## src/rtl/timer_device.sv

```systemverilog
// timer_device: memory-mapped countdown timer with one-shot and auto-reload modes.
// Define TIMER_STATUS_EN to expose a status/irq-acknowledge register at word 3.
module timer_device (
  input  logic        clk,
  input  logic        reset,
  input  logic        sel,
  input  logic        we,
  input  logic [1:0]  addr,
  input  logic [31:0] din,
  output logic [31:0] dout,
  output logic        irq
);

  typedef enum logic [1:0] {
    IDLE = 2'd0,
    LOAD = 2'd1,
    CNT  = 2'd2,
    INT  = 2'd3
  } state_e;

  state_e      state_q, state_d;
  logic [3:0]  ctrl_q, ctrl_d;
  logic [31:0] preset_q, preset_d;
  logic [31:0] count_q, count_d;
  logic        pend_q, pend_d;

  logic wr;
  logic en;
  logic autoReload;

  assign wr         = sel & we;
  assign en         = ctrl_q[0];
  assign autoReload = (ctrl_q[2:1] == 2'b01);

  // FSM step first; a bus write on the same edge then overrides whatever the FSM chose.
  always_comb begin
    state_d  = state_q;
    ctrl_d   = ctrl_q;
    preset_d = preset_q;
    count_d  = count_q;
    pend_d   = pend_q;

    unique case (state_q)
      IDLE: begin
        if (en) state_d = LOAD;
      end
      LOAD: begin
        count_d = preset_q;
        state_d = CNT;
      end
      CNT: begin
        if (!en) begin
          state_d = IDLE;
        end else if (count_q <= 32'd1) begin
          count_d = 32'd0;
          pend_d  = 1'b1;
          state_d = INT;
        end else begin
          count_d = count_q - 32'd1;
        end
      end
      INT: begin
        if (autoReload) begin
          pend_d  = 1'b0;
          state_d = LOAD;
        end else begin
          ctrl_d[0] = 1'b0;
          state_d   = IDLE;
        end
      end
    endcase

    if (wr) begin
      case (addr)
        2'd0: begin
          ctrl_d = din[3:0];
          pend_d = 1'b0;
        end
        2'd1: begin
          preset_d = din;
          pend_d   = 1'b0;
        end
`ifdef TIMER_STATUS_EN
        2'd3: begin
          if (din[0]) pend_d = 1'b0;
        end
`endif
        default: begin
        end
      endcase
    end
  end

  always_ff @(posedge clk) begin
    if (reset) begin
      state_q  <= IDLE;
      ctrl_q   <= 4'd0;
      preset_q <= 32'd0;
      count_q  <= 32'd0;
      pend_q   <= 1'b0;
    end else begin
      state_q  <= state_d;
      ctrl_q   <= ctrl_d;
      preset_q <= preset_d;
      count_q  <= count_d;
      pend_q   <= pend_d;
    end
  end

  always_comb begin
    dout = 32'd0;
    case (addr)
      2'd0: dout = {28'd0, ctrl_q};
      2'd1: dout = preset_q;
      2'd2: dout = count_q;
      default: begin
`ifdef TIMER_STATUS_EN
        dout = {27'd0, state_q, ctrl_q[3], ctrl_q[0], pend_q};
`else
        dout = 32'd0;
`endif
      end
    endcase
  end

  assign irq = ctrl_q[3] & pend_q;

endmodule

```

## config.mk

```make
export PLATFORM = sky130hd
export DESIGN_NAME = timer_device
export DESIGN_NICKNAME = d
export VERILOG_FILES = /design/src/rtl/timer_device.sv
export SDC_FILE = /design/constraint.sdc
export NUM_CORES = 1
export LEC_CHECK = 0
export CAP_MARGIN = 25
export CORE_ASPECT_RATIO = 1.75
export CORE_MARGIN = 1.5
export CORE_UTILIZATION = 55
export CTS_BUF_LIST = sky130_fd_sc_hd__clkbuf_8
export CTS_CLUSTER_SIZE = 28
export DETAILED_ROUTE_END_ITERATION = 6
export DONT_BUFFER_PORTS = 1
export PLACE_DENSITY = 0.7
export SYNTH_ARGS = -nofsm -noshare
export SYNTH_HDL_FRONTEND = slang
export SYNTH_SLANG_ARGS = --single-unit
```

## constraint.sdc

```tcl
create_clock -name clk -period 2.2 [get_ports clk]
set_input_delay 0.33 -clock clk [delete_from_list [all_inputs] [get_ports clk]]
set_output_delay 0.33 -clock clk [all_outputs]
set_load 0.02 [all_outputs]
```

==> Yosys cells after proc, flatten, opt, wreduce, memory -nomap -nowiden <==
Cells that the tools add are included.
{ "classes": {"add_sub_neg": 1, "magnitude_cmp": 1, "eq_ne": 9, "mux": 19, "bitwise": 2, "n_reduce_logical": 8} }
{ "op_table": {"columns": ["cell", "n"], "rows": [
  ["$pmux W32 S3", 1],
  ["$mux W32", 2],
  ["$pmux W32 S2", 1],
  ["$le A32 B1 Y1 const B", 1],
  ["$sub A32 B1 Y32 const B", 1],
  ["$mux W1", 10],
  ["$pmux W2 S4", 1],
  ["$reduce_and A2 Y1", 4],
  ["$eq A2 B1 Y1 const B", 3],
  ["$eq A2 B2 Y1 const B", 3],
  ["$mux W2", 3],
  ["$logic_not A2 Y1", 2],
  ["$ne A2 B2 Y1 const B", 2],
  ["$ne A3 B3 Y1 const B", 1],
  ["$and A1 B1 Y1", 2],
  ["$pmux W1 S2", 1],
  ["$reduce_bool A2 Y1", 1],
  ["$reduce_or A2 Y1", 1]
]} }
{ "totals": {"ff_bits": 71, "in_bits": 38, "output_inout_bits": 33, "wordCells": 46} }

==> Longest topological paths before layout <==
Gate-level depths: netlist of run 1.
{ "logic_depth": {"depth_word": 6, "ltp_mapped": 8, "ltp_nobuf": 7} }

==> Least setup slack after synthesis of run 1 <==
OpenSTA, ideal clock, no wires.
{ "synth_path": {"path_type": "register to register", "from": "register count_q[0]", "to": "register count_q[22]", "setup_ns": 0.134, "t_arrival_ns": 1.827, "t_required_ns": 2.066, "path_slack_ns": 0.239, "path_stages_with_launch": 9, "n_path_buf": 1, "period_less_slack_ns": 1.961, "cell_sequence": "dfxtp_1 > inv_1 > ha_1 > nor3b_1 > nand4_4 > buf_2 > o31a_1 > o21ai_1 > a211oi_1"} }
{ "synth_between": {"elab_chain_len": 4, "elab_cells_between_ends": 5, "classes_between": "add/sub: 1; order compare: 1; mux: 3"} }
{ "synth_rtl": {"columns": ["item", "line_no", "text"], "rows": [
  ["start, declared", "24", "logic [31:0] count_q, count_d;"],
  ["start signal, assigned", "105", "count_q <= count_d;"],
  ["$sub A32 B1 Y32 / $le A32 B1 Y1 (equally long branches)", "59, 54", null],
  ["$mux W32 (*)", "54", "end else if (count_q <= 32'd1) begin"],
  ["$mux W32 (*)", "52", "if (!en) begin"],
  ["$pmux W32 S2 (*)", "43", "unique case (state_q)"]
]} }
Every way passes the cells marked *; elsewhere a longest branch is shown, timed or not. The select of a mux whose other input is x is not followed.
A chain may end at the register's enable or synchronous reset.

==> Worst setup path in the final report of run 1 <==
{ "layout_path": {"from": "register count_q[5]", "to": "register count_q[31]"} }
Same word-level chain as after synthesis.

==> impl.org, run 1 <==
** Status
- Status :: complete, no violations

** STA
- At the pin with the least slew margin, the transition time is 0.798 ns.
- Post-Route Setup TNS :: 0 ns
- Min Clock Period, post-route :: 2.08 ns
- Final cycle utilization of the critical path :: 94.5%
- Maximum frequency from static timing analysis :: 481 MHz
- The max-slew violation count was 0.
- The number of hold violations in the final report was 0.
- For the final database, setup skew stands at 0.00630 ns.
- Setup repair after global routing missed its margin :: true
- Headroom to the max-slew limit :: 46.4%
- Setup violations remaining at the end of the flow were counted as 0.
- Setup slack closes at 0.121 ns.

** Route
- Drt total wl :: 11500 µm
- Met2 wire length :: 6110 µm
- Total vias in the final route :: 4034
- After detailed routing, the average wire length per cell comes to 18.6 µm.
- In this run the remaining antenna-violating nets after routing total 0.
- Metal1 wirelength :: 4550 µm
- Wire segments on met3 add up to 551 µm in the final route.
- DRC violation count after routing :: 0
- The highest layer touched by signal routing is met4.
- Via density per instance :: 6.55
- The first TritonRoute pass finished after 5 iterations.
- Initial DRC count :: 321

** Critical path
- Critical path buffers and inverters :: 1
- Reg2Reg Capture Point :: count_q[31]
- Top cell family by delay on the critical path :: simple AND/OR/NAND/NOR gates
- Among all stages on the critical path, the largest delay is contributed by sky130_fd_sc_hd__nor4_4.
- STA classifies the critical path endpoint as a flip-flop.
- The number of cells on the worst reg-to-reg path is 6.
- The worst register-to-register path begins at count_q[5].
- For the worst setup path, the data arrival time is 2.37 ns.
- Cells along the critical path :: nor4_4 -> nand4_2 -> buf_4 -> nor4_1 -> o21ai_1 -> a21oi_1
- STA puts the critical path data required time at 2.49 ns.
- In this run the worst path has a maximum fanout of 7.
- The worst setup path is launched from a flip-flop.
- For flop-to-flop paths, the worst setup slack is 0.12 ns.
- The worst setup path is of the flip-flop to flip-flop kind.
- On the worst path, the slowest cell contributes a delay of 0.50 ns.

** Cells and area
- After the last flow step, the layout net total stands at 567.
- Counting the fill cells in the layout gives 680.
- Growth of design area from synthesis to finish :: 8.90%
- Final cell count without fillers :: 616
- Post-route cell area :: 4430 µm²
- The library cell used most frequently in the layout, excluding fill and tap cells, is sky130_fd_sc_hd__nand2_1.
- Cells fill 61.6% of the core in the end.
- Share of post-route cells with drive strength above 1 :: 13.8%
- Top library cells by usage in the layout, fill and taps aside :: sky130_fd_sc_hd__nand2_1 (89), sky130_fd_sc_hd__dfxtp_1 (70), sky130_fd_sc_hd__a21oi_1 (59), sky130_fd_sc_hd__buf_4 (36), sky130_fd_sc_hd__o21ai_0 (35)
- N_diodes :: 0

** Clocking
- In this run, post-CTS repair resized a total of 0 instances.
- Post-CTS timing repair inserted 0 buffers for setup.
- TritonCTS built the clock tree.
- In this run the clock root is driven by a sky130_fd_sc_hd__clkbuf_8.
- Buffers inserted during clock tree synthesis total 9.
- Clock latency on the worst-skew pair, taken at its later pin, is 0.36 ns.
- Clock-pin slew was measured on the worst setup and hold paths at 0.07 ns.
- Deepest clock path buffer count :: 2
- Number of sinks on the clock net :: 71
- Total number of H-tree levels :: 3
- Buffers inserted to repair hold after CTS numbered 0.

** Synth
- Synthesized area per cell :: 7.73 µm²
- Among all flip-flop cells after synthesis, the most frequent one is sky130_fd_sc_hd__dfxtp_1.
- Of all flip-flops after synthesis, the portion carrying an async set or reset was 0%.
- The synthesized design contains 0 enable-type register cells.
- After synthesis the netlist holds a flip-flop and latch count of 71.
- Net Count, Synth :: 566
- Synth Instances :: 526
- Sequential cells were found to cover 35.0% of the synthesized design area.
- Library cell with the largest summed area after synthesis :: sky130_fd_sc_hd__dfxtp_1
- Top cells by area in the synthesized netlist :: sky130_fd_sc_hd__dfxtp_1 (35%), sky130_fd_sc_hd__nand2_1 (8.2%), sky130_fd_sc_hd__a21oi_1 (7.3%), sky130_fd_sc_hd__a22o_1 (5.8%), sky130_fd_sc_hd__o21ai_0 (4.3%)
- Combined area of all synthesized cells :: 4070 µm²
- After synthesis, the largest area contributor takes up 35.0% of total cell area.
- The synthesized netlist contains 63 unique library cells.
- During synthesis, Yosys emitted a total of 0 warnings.

** Hold path
- Destination of the worst hold path :: preset_q[6]
- The worst hold path begins at reset.
- Counting instances, the worst hold path has a depth of 1.
- Class of the tightest hold or removal check :: input port to flip-flop

** Die
- The total area inside the core boundary comes to 7180 µm².
- # IOs :: 71
- Die Outline Area :: 7940 µm²
- Vert. Die Dim :: 117 µm
- Once the floorplan was initialized, standard cells occupied 56.6% of the core.
- Standard-cell rows :: 41
- The floorplan step set the die width to 68.0 µm.

** Global route
- GRT Util Overall :: 30.2%
- Via count of the first global-routing pass :: 3917
- First-pass GRT wire length :: 18300 µm
- Pin count of the biggest net entering global routing :: 67
- Antenna violations before repair :: 0
- GR Overflow Total :: 0

** Pwr
- Across the VDD grid, the largest voltage drop is 0.374 mV.
- Lkg Pwr :: 1.66 nW
- Dividing total power by cell area gives a power density of 562 nW/µm².

** Place
- Port buffering added 0 buffers.
- Final Wtd Congestion :: 0.876
- Post-placement worst setup slack :: 0.184 ns
- Once detailed placement completed, the half-perimeter wirelength came to 7900 µm.
- Placed standard-cell area :: 4270 µm²
- In this run, placement finished with an instance count of 602.

** Job
- Max Cap Viol :: 0
## Yosys cell counts (3+ instances only)
master                     number
sky130_fd_sc_hd__mux2i_1        9
sky130_fd_sc_hd__nor3_1        12
sky130_fd_sc_hd__dfxtp_1       71
sky130_fd_sc_hd__nor4_1        11
sky130_fd_sc_hd__buf_2          6
sky130_fd_sc_hd__nor4_4         3
sky130_fd_sc_hd__o21ai_1       14
sky130_fd_sc_hd__a22o_1        27
sky130_fd_sc_hd__nand3_1        8
sky130_fd_sc_hd__and2_1         5
sky130_fd_sc_hd__a21oi_1       59
sky130_fd_sc_hd__nand2_1       89
sky130_fd_sc_hd__a31oi_1        3
sky130_fd_sc_hd__nor2_1        31
sky130_fd_sc_hd__o31a_1         4
sky130_fd_sc_hd__clkbuf_1      36
sky130_fd_sc_hd__o211a_1        4
sky130_fd_sc_hd__o21ai_0       35
sky130_fd_sc_hd__inv_1          7
sky130_fd_sc_hd__o31ai_1        4
sky130_fd_sc_hd__nand2b_1       3
sky130_fd_sc_hd__nor4_2         3
sky130_fd_sc_hd__nor2b_1        4
sky130_fd_sc_hd__a21o_1         8
sky130_fd_sc_hd__a211oi_1      18
sky130_fd_sc_hd__or4_1          4
sky130_fd_sc_hd__o41ai_1        4
## worst register-to-register path: cells and delay by family, from the launching register on
family / cells / cell delay, ns
and+or+nand+nor: 3 / 1.14
AOI/OAI and AO/OA: 2 / 0.24
DFF: 1 / 0.37
buffers and inverters: 1 / 0.27
## power by group
part           switching [W]  internal [W]  total (W)  leakage, nW
registers          0.0000233       0.00131    0.00133        0.574
logic               0.000192      0.000118   0.000310        0.998
clock network       0.000467      0.000380   0.000847       0.0885
## logic make-up (layout without fill, tap and decap cells)
group / Yosys count / after routing / share of synthesized area [%]
and+or+nand+nor: 191 / 191 / 24.3
muxes: 11 / 11 / 2.77
DFF: 71 / 71 / 35.0
adders and majority gates: 2 / 2 / 0.615
AOI/OAI and AO/OA: 196 / 196 / 31.6
buffers and inverters: 54 / 58 / 5.54
xor gates and xnor gates: 1 / 1 / 0.215
## metrics by stage
step                      hold slack, ns  power [W]
after floorplan                    0.446    0.00159
after global placement             0.405    0.00165
after detailed placement           0.408    0.00166
after CTS                         0.0270    0.00249
after global routing              0.0238    0.00258
final                             0.0305    0.00249
## layout make-up
| type | instances | area, µm² | share of cell area [%] |
|---|---|---|---|
| multi-input combinational | 401 | 2430 | 55.0 |
| sequential | 71 | 1420 | 32.1 |
| timing repair buffer | 37 | 290 | 6.56 |
| clock buffer | 9 | 124 | 2.80 |
| tap | 86 | 108 | 2.43 |
| inverter | 7 | 26.3 | 0.594 |
| clock inverter | 5 | 21.3 | 0.480 |
## worst max path at each step
stage / startpoint / to / slack [ns] / cells past startpoint
finish: count_q[5] / count_q[31] / 0.12 / 6
global route: count_q[0] / count_q[28] / -0.02 / 8
CTS: count_q[5] / count_q[25] / 0.14 / 5
detailed placement: count_q[5] / count_q[29] / 0.18 / 5
global placement: count_q[20] / count_q[26] / 0.25 / 5
floorplan: count_q[0] / count_q[22] / 0.24 / 8
## routing by layer
metal | track usage [%] | up-vias
met5 | 0 | -
met4 | 15.6 | 0
met3 | 5.11 | 25
met2 | 51.8 | 124
met1 | 35.0 | 1951
li1 | - | 1934
## flip-flops by register name (all words and copies together) (netlist names)
name,cells
state_q,2
count_q,32
ctrl_q,4
preset_q,32
pend_q,1
(Power assumes the default switching activity.)
==> run 2, diff against run 1 <==
--- a/config.mk
+++ b/config.mk
@@ -13,7 +13,7 @@
 export CTS_CLUSTER_SIZE = 28
 export DETAILED_ROUTE_END_ITERATION = 6
 export DONT_BUFFER_PORTS = 1
-export PLACE_DENSITY = 0.7
+export PLACE_DENSITY = 0.73
 export SYNTH_ARGS = -nofsm -noshare
 export SYNTH_HDL_FRONTEND = slang
 export SYNTH_SLANG_ARGS = --single-unit
==> constraint.sdc (replaced) <==
create_clock -name clk -period 1.8 [get_ports clk]
set_input_delay 0.27 -clock clk [delete_from_list [all_inputs] [get_ports clk]]
set_output_delay 0.27 -clock clk [all_outputs]
set_load 0.02 [all_outputs]
==> run 2 against run 1 <==
- the run now ends with negative setup slack left
- critical path depth increased by 1
- hold slack better by 0.00093 ns
- die area unchanged
- fmax is 8.5% higher
- routed wire length is 16% higher
- via count up 11%
- combinational power up 93%
==> impl.org, run 2 (synthesis results as in run 1) <==
** Global route
- The number of global-route vias before repair was 4133.
- GRT Util Overall :: 33.0%
- First-pass GRT wire length :: 19800 µm
- GR Overflow Total :: 0
- Pin count of the biggest net entering global routing :: 62
- The number of antenna violations at the first check in global routing came to 0.

** Pwr
- For this design the ratio of total power to cell area is 643 nW/µm².
- IR analysis of the VDD net gives a maximum drop of 0.489 mV.
- For this design the static power due to leakage is 2.07 nW.

** Critical path
- STA classifies the critical path startpoint as a flip-flop.
- The kind of cell with the highest combined delay along the critical path is simple AND/OR/NAND/NOR gates.
- Along the worst path, the maximum fanout reaches 7.
- The number of cells on the worst reg-to-reg path is 7.
- Cell with the largest stage delay on the worst path :: sky130_fd_sc_hd__nor4_4
- Cells along the critical path :: nor4_4 -> buf_4 -> nand4_4 -> buf_4 -> nor4_2 -> o21ai_1 -> a2111oi_1
- STA classifies the critical path endpoint as a flip-flop.
- In this run the number of cells on the critical path is 7.
- Critical path buffers and inverters :: 2
- The worst register-to-register path has a setup slack of -0.12 ns.
- Delay contributed by the slowest stage of the critical path :: 0.35 ns
- The setup path with the least slack is of type flip-flop to flip-flop.
- Arr. time, crit path :: 2.16 ns
- Library cell appearing most often on the critical path :: sky130_fd_sc_hd__buf_4
- Worst Path Required :: 2.05 ns

** Place
- Number of I/O port buffers :: 0
- Final Wtd Congestion :: 0.972
- Sum of net half-perimeters after detailed placement :: 8740 µm
- Timing analysis after detailed placement gives a worst setup slack of -0.180 ns.

** Hold path
- In this run the worst hold path is classified as input port to flip-flop.
- Min-Delay Path Depth :: 2

** STA
- Setup repair after global routing could not meet its margin everywhere.
- Derived from the worst setup path, the maximum achievable clock frequency is 522 MHz.
- Setup violations remaining at the end of the flow were counted as 10.
- The number of hold violations in the final report is 0.
- Counting I/O delays and the setup requirement, the final critical path takes 1.92 ns.
- Headroom to the max-slew limit :: 68.4%
- Final cycle utilization of the critical path :: 106%
- For the final database, setup skew stands at 0.0125 ns.
- Setup slack on the critical path of the routed design comes to -0.116 ns.
- Total count of max-transition violations in the final report :: 0
- Transition time at the pin with the least slew margin :: 0.472 ns
- Worst Hold Margin :: 0.0314 ns

** Cells and area
- Fill cells in the final layout number 546.
- Compared with the post-synthesis result, the final layout area differs by 29.8%.
- At the end of the flow the core is filled with cells to 73.5%.
- Cells with a size suffix above 1 make up 32.0% of the layout.
- In the layout the commonest cells are sky130_fd_sc_hd__nand2_1 (87), sky130_fd_sc_hd__buf_4 (79), sky130_fd_sc_hd__dfxtp_1 (60), sky130_fd_sc_hd__a21oi_1 (59), sky130_fd_sc_hd__nor2_1 (30).
- The repair_antennas step left the layout with diodes totalling 0.
- After the last flow step, the layout net total stands at 623.
- The library cell used most frequently in the layout, excluding fill and tap cells, is sky130_fd_sc_hd__nand2_1.
- In the final layout, the registers with the most flip-flops are count_q x32, preset_q x32, ctrl_q x4.

** Route
- First-pass iteration count of the detailed router :: 5
- Using the TritonRoute via totals, the vias-per-cell ratio works out to 6.62.
- Initial DRC count :: 403
- Drt total wl :: 13300 µm
- Antenna-violating nets left :: 0
- In the routed design, unresolved DRC markers number 0.
- After detailed routing, the average wire length per cell comes to 19.7 µm.
- The detailed router placed 4465 vias in this run.

** Die
- From left edge to right edge, the die measures 68.0 µm.
- The die is 117 µm tall.
- Die Outline Area :: 7940 µm²
- Area of the core :: 7180 µm²
- Standard-cell rows :: 41
- Pin placement for this block handled 71 I/O pins.
- Starting utilization of the core area :: 56.6%

** Clocking
- After clock tree synthesis, the clock-pin slew on the worst setup and hold paths is 0.08 ns.
- In this run the clock root is driven by a sky130_fd_sc_hd__clkbuf_8.
- CTS built an H-tree with a depth of 3.
- The clock passes through at most 2 buffers.
- The clock net in this run drives a total of 71 sinks.
- Buffers inserted during clock tree synthesis total 9.
- For the worst-skew pair, the clock arrives at the later sink with an insertion delay of 0.37 ns.
- TritonCTS clock tree :: yes

** Status
- The flow ran to the end, but the final reports show violations.
- The final reports fail on negative setup slack.

** Job
- Max-cap violations in this run came to 0.
## run 2: changes by cell type in the layout (fill, tap and decap cells not counted), sizes merged
cell and change:
buf +56, clkbuf +2, clkinvlp +1, inv -1
## run 2: per-stage QoR
stage	power (W)	std cells	area [µm²]	TNS, ns
2_1_floorplan	0.00195	526	4100	-0.0964
3_3_place_gp	0.00208	648	4660	-2.45
3_5_place_dp	0.00210	648	4660	-2.66
4_1_cts	0.00333	672	5020	-0.377
5_1_grt	0.00351	674	5280	-1.92
6_report	0.00339	674	5280	-0.552
## run 2: power breakdown
part           internal [W]  switching, W
clock network      0.000561      0.000609
logic              0.000261      0.000337
registers           0.00160     0.0000253
## run 2: worst paths after layout
check	to	startpoint
max	count_q[28]	count_q[12]
min	preset_q[17]	din[17]
max reg2reg	count_q[28]	count_q[12]
min reg2reg	preset_q[10]	preset_q[10]
## run 2: cell type report
type	instances	area [µm²]	area share, %
clock buffers	11	151	2.87
clock inverters	5	25.0	0.474
inverters	7	28.8	0.545
multi-input cells	401	2740	52.0
flip-flops and latches	71	1440	27.2
well taps	86	108	2.04
repair buffers	93	785	14.9
## run 2: layer usage
metal  track usage [%]  vias up  share of wire (%)  routed length (µm)
met2              55.2      224                 53                7060
met1              36.8     2137                 36                4760
met4              20.1        0                4.5                 598
li1                  -     2045                  -                   -
met3              8.00       59                6.5                 864
met5                 0        -                  0                   0
## run 2: what timing repair did
action,in CTS,in global routing
gates cloned,0,0
endpoints found under the setup margin,33,33
hold endpoints to repair,61,0
pin swaps,4,19
buffers inserted,7,2
hold buffers,1,0
gates resized for setup,23,59
==> run 3, diff against run 2 <==
--- a/config.mk
+++ b/config.mk
@@ -9,10 +9,10 @@
 export CORE_ASPECT_RATIO = 1.75
 export CORE_MARGIN = 1.5
 export CORE_UTILIZATION = 55
-export CTS_BUF_LIST = sky130_fd_sc_hd__clkbuf_8
 export CTS_CLUSTER_SIZE = 28
 export DETAILED_ROUTE_END_ITERATION = 6
 export DONT_BUFFER_PORTS = 1
+export GPL_TIMING_DRIVEN = 0
 export PLACE_DENSITY = 0.73
 export SYNTH_ARGS = -nofsm -noshare
 export SYNTH_HDL_FRONTEND = slang
==> run 3 against run 2 <==
- the flow still finishes with violations (negative setup slack)
- first-iteration DRC count is 75% higher
- clock power is 75% higher
- flip-flop and latch count stayed put
- fmax is 4.0% lower
- total power is 27% higher
- clock-buffer cell count is 1 higher
- combinational power is 3.8% higher
==> impl.org, run 3 (synthesis results as in run 1) <==
** Global route
- Pin count of the biggest net entering global routing :: 13
- The first global-routing pass estimated 22300 µm of wire.
- Antenna violations before repair :: 0
- Via count of the first global-routing pass :: 4388
- GRT Util Overall :: 38.5%
- After global routing the overflow that remains totals 0.

** Pwr
- Dividing total power by cell area gives a power density of 788 nW/µm².
- Worst ir drop on vdd :: 0.607 mV
- Of the total power, the share spent switching nets is 26.1%.
- Sequential fraction of design power :: 37.7%
- Switching power summed over all nets :: 0.00112 W
- Of the total power, the clock network draws 47.8%.
- Lkg Pwr :: 2.03 nW
- The share of total power dissipated in combinational logic is 14.5%.
- Cell internal power was estimated by the tool at 0.00318 W.
- Total power for the finished layout comes to 0.00430 W.

** STA
- Headroom to the max-slew limit came out at 43.9%.
- Setup Skew :: 0.0112 ns
- For the final routed database, the setup TNS stands at -2.95 ns.
- Worst Hold Margin :: 0.0478 ns
- In the post-route analysis, the smallest setup slack over all paths is -0.195 ns.
- Min Clock Period, post-route :: 1.99 ns
- Transition time at the pin with the least slew margin :: 0.842 ns
- The final critical path takes up 111% of the cycle.
- Based on the critical path, the design can be clocked at up to 501 MHz.
- Setup repair after global routing missed its margin :: true
- Hold Fails Final Rpt :: 0
- The max-slew violation count is 0.
- Setup violations remaining at the end of the flow were counted as 31.

** Cells and area
- The layout has 477 filler cells.
- NumNets Final :: 607
- Growth of design area from synthesis to finish :: 34.1%
- In the layout the commonest cells are sky130_fd_sc_hd__nand2_1 (83), sky130_fd_sc_hd__a21oi_1 (57), sky130_fd_sc_hd__dfxtp_1 (49), sky130_fd_sc_hd__nor2_1 (30), sky130_fd_sc_hd__a22o_1 (27).
- Final cell count without fillers :: 658
- Post-route cell area :: 5450 µm²
- Leaving out fill and tap cells, the most frequent cell in the layout is sky130_fd_sc_hd__nand2_1.
- Share of post-route cells with drive strength above 1 :: 31.5%
- Largest registers :: count_q x32, preset_q x32, ctrl_q x4
- 0 antenna diodes ended up in the layout.

** Critical path
- Worst Path Required :: 1.99 ns
- Among all stages on the critical path, the largest delay is contributed by sky130_fd_sc_hd__dfxtp_4.
- On the critical path the largest part of the delay comes from simple AND/OR/NAND/NOR gates.
- Walking the worst path, the cells encountered are inv_2 -> ha_4 -> nor3b_4 -> nand4_4 -> buf_6 -> o31a_1 -> o21ai_2 -> a211oi_2.
- In this run the register-to-register setup slack is -0.19 ns.
- Counting both buffers and inverters, the worst setup path holds a total of 2.
- Reg2Reg Capture Point :: count_q[22]
- The worst setup path is launched from a flip-flop.
- The worst setup path is captured at a flip-flop.
- For this run, the slowest stage of the critical path takes 0.35 ns.
- Arr. time, crit path :: 2.18 ns
- Crit-path max FO :: 6
- Worst reg-to-reg path cell count :: 8
- The startpoint identified for the worst register-to-register timing path is count_q[1].
- The worst setup path is of the flip-flop to flip-flop kind.

** Place
- Cell total after placement :: 612
- Number of I/O port buffers :: 0
- Placed standard-cell area :: 4210 µm²
- Sum of net half-perimeters after detailed placement :: 9430 µm
- Final Wtd Congestion :: 0.918

** Status
- The final reports fail on negative setup slack.
- Status :: complete, but fails checks

** Clocking
- Hold bufs inserted after CTS :: 0
- Clock-pin slew was measured on the worst setup and hold paths at 0.07 ns.
- Total number of H-tree levels :: 3
- Counting along the longest clock path gives a buffer depth of 2.
- CTS saw 71 sinks.
- TritonCTS clock tree :: yes
- Cts bufs inserted :: 9
- The cell sitting at the root of the clock tree is a sky130_fd_sc_hd__clkbuf_16.
- Worst-skew pair later-pin latency :: 0.35 ns

** Route
- DRC violation count after routing :: 0
- The final layout contains routed wiring with a total length of 15800 µm.
- First-pass iteration count of the detailed router :: 6
- Via density per instance :: 7.15
- The routed layout has 4703 vias.
- The count of nets left with antenna violations once routing finished came out at 0.
- After detailed routing, the average wire length per cell comes to 24.0 µm.
- Initial DRC count :: 704

** Job
- Max-cap violations in this run came to 0.

** Die
- Horiz. Die Dim :: 68.0 µm
- The core region is 7180 µm².
- Standard-cell rows :: 41
- Starting utilization of the core area :: 56.6%
- The die covers 7940 µm².
- # IOs :: 71
- Vert. Die Dim :: 117 µm

** Hold path
- Along the worst hold path, the cell count comes to 2.
- The worst hold path belongs to the class input port to flip-flop.
- Hold path start :: din[16]
- Destination of the worst hold path :: preset_q[16]
[run 3: cell types whose count changed in the layout (fill, tap and decap cells not counted), moves of 6 or more]
cell,delta
sky130_fd_sc_hd__clkbuf_4,+9
sky130_fd_sc_hd__buf_6,+8
sky130_fd_sc_hd__dfxtp_4,+10
sky130_fd_sc_hd__clkbuf_16,+11
sky130_fd_sc_hd__dfxtp_1,-11
sky130_fd_sc_hd__clkbuf_2,+6
sky130_fd_sc_hd__buf_4,-58
sky130_fd_sc_hd__clkbuf_1,+13
sky130_fd_sc_hd__clkbuf_8,-9
sky130_fd_sc_hd__o21ai_1,+6
[run 3: layer usage]
layer / routed length (µm) / vias to the layer above / share of wire [%] / global-route usage [%]
li1: - / 2020 / - / -
met1: 5420 / 2163 / 34 / 41.4
met2: 7570 / 379 / 48 / 60.5
met3: 1500 / 141 / 9.5 / 9.63
met4: 1280 / 0 / 8.1 / 34.0
met5: 0 / - / 0 / 0
[run 3: layout make-up]
| cell class | count | area, µm² | area share (%) |
|---|---|---|---|
| Multi-Input combinational cell | 401 | 2840 | 52.0 |
| Clock buffer | 12 | 268 | 4.91 |
| Sequential cell | 71 | 1480 | 27.1 |
| Inverter | 7 | 28.8 | 0.528 |
| Buffer | 39 | 268 | 4.91 |
| Clock inverter | 4 | 75.1 | 1.38 |
| Timing Repair Buffer | 38 | 392 | 7.19 |
| Tap cell | 86 | 108 | 1.97 |
[run 3: what timing repair did]
action                                  CTS  global route
endpoints found under the setup margin   69            51
gates resized for setup                 106            72
gates cloned                              3             0
pin swaps                                30            32
buffers inserted                         27             8
[run 3: per-stage QoR]
step                setup slack [ns]  util (%)
global placement              -0.617      58.6
floorplan                    -0.0964         -
finish                        -0.195      75.9
detailed placement            -0.612      58.6
CTS                           -0.103      71.6
global route                  -0.260      75.9
[run 3: how the worst max path moves through the flow]
| stage | from | end | slack, ns | depth (start not counted) |
|---|---|---|---|---|
| final | count_q[1] | count_q[22] | -0.19 | 8 |
| after global routing | count_q[1] | count_q[16] | -0.26 | 10 |
| after CTS | count_q[23] | count_q[26] | -0.10 | 5 |
| after detailed placement | count_q[1] | count_q[21] | -0.61 | 7 |
| after global placement | count_q[1] | count_q[21] | -0.62 | 7 |
| after floorplan | count_q[23] | count_q[26] | -0.1 | 5 |
[run 3: power groups by stage]
stage | sequential (W) | clock [W] | combinational (W)
CTS | 0.00162 | 0.00204 | 0.000541
detailed placement | 0.00166 | 0 | 0.000394
floorplan | 0.00165 | 0 | 0.000295
global placement | 0.00166 | 0 | 0.000386
finish | 0.00162 | 0.00205 | 0.000622
global route | 0.00162 | 0.00212 | 0.000647
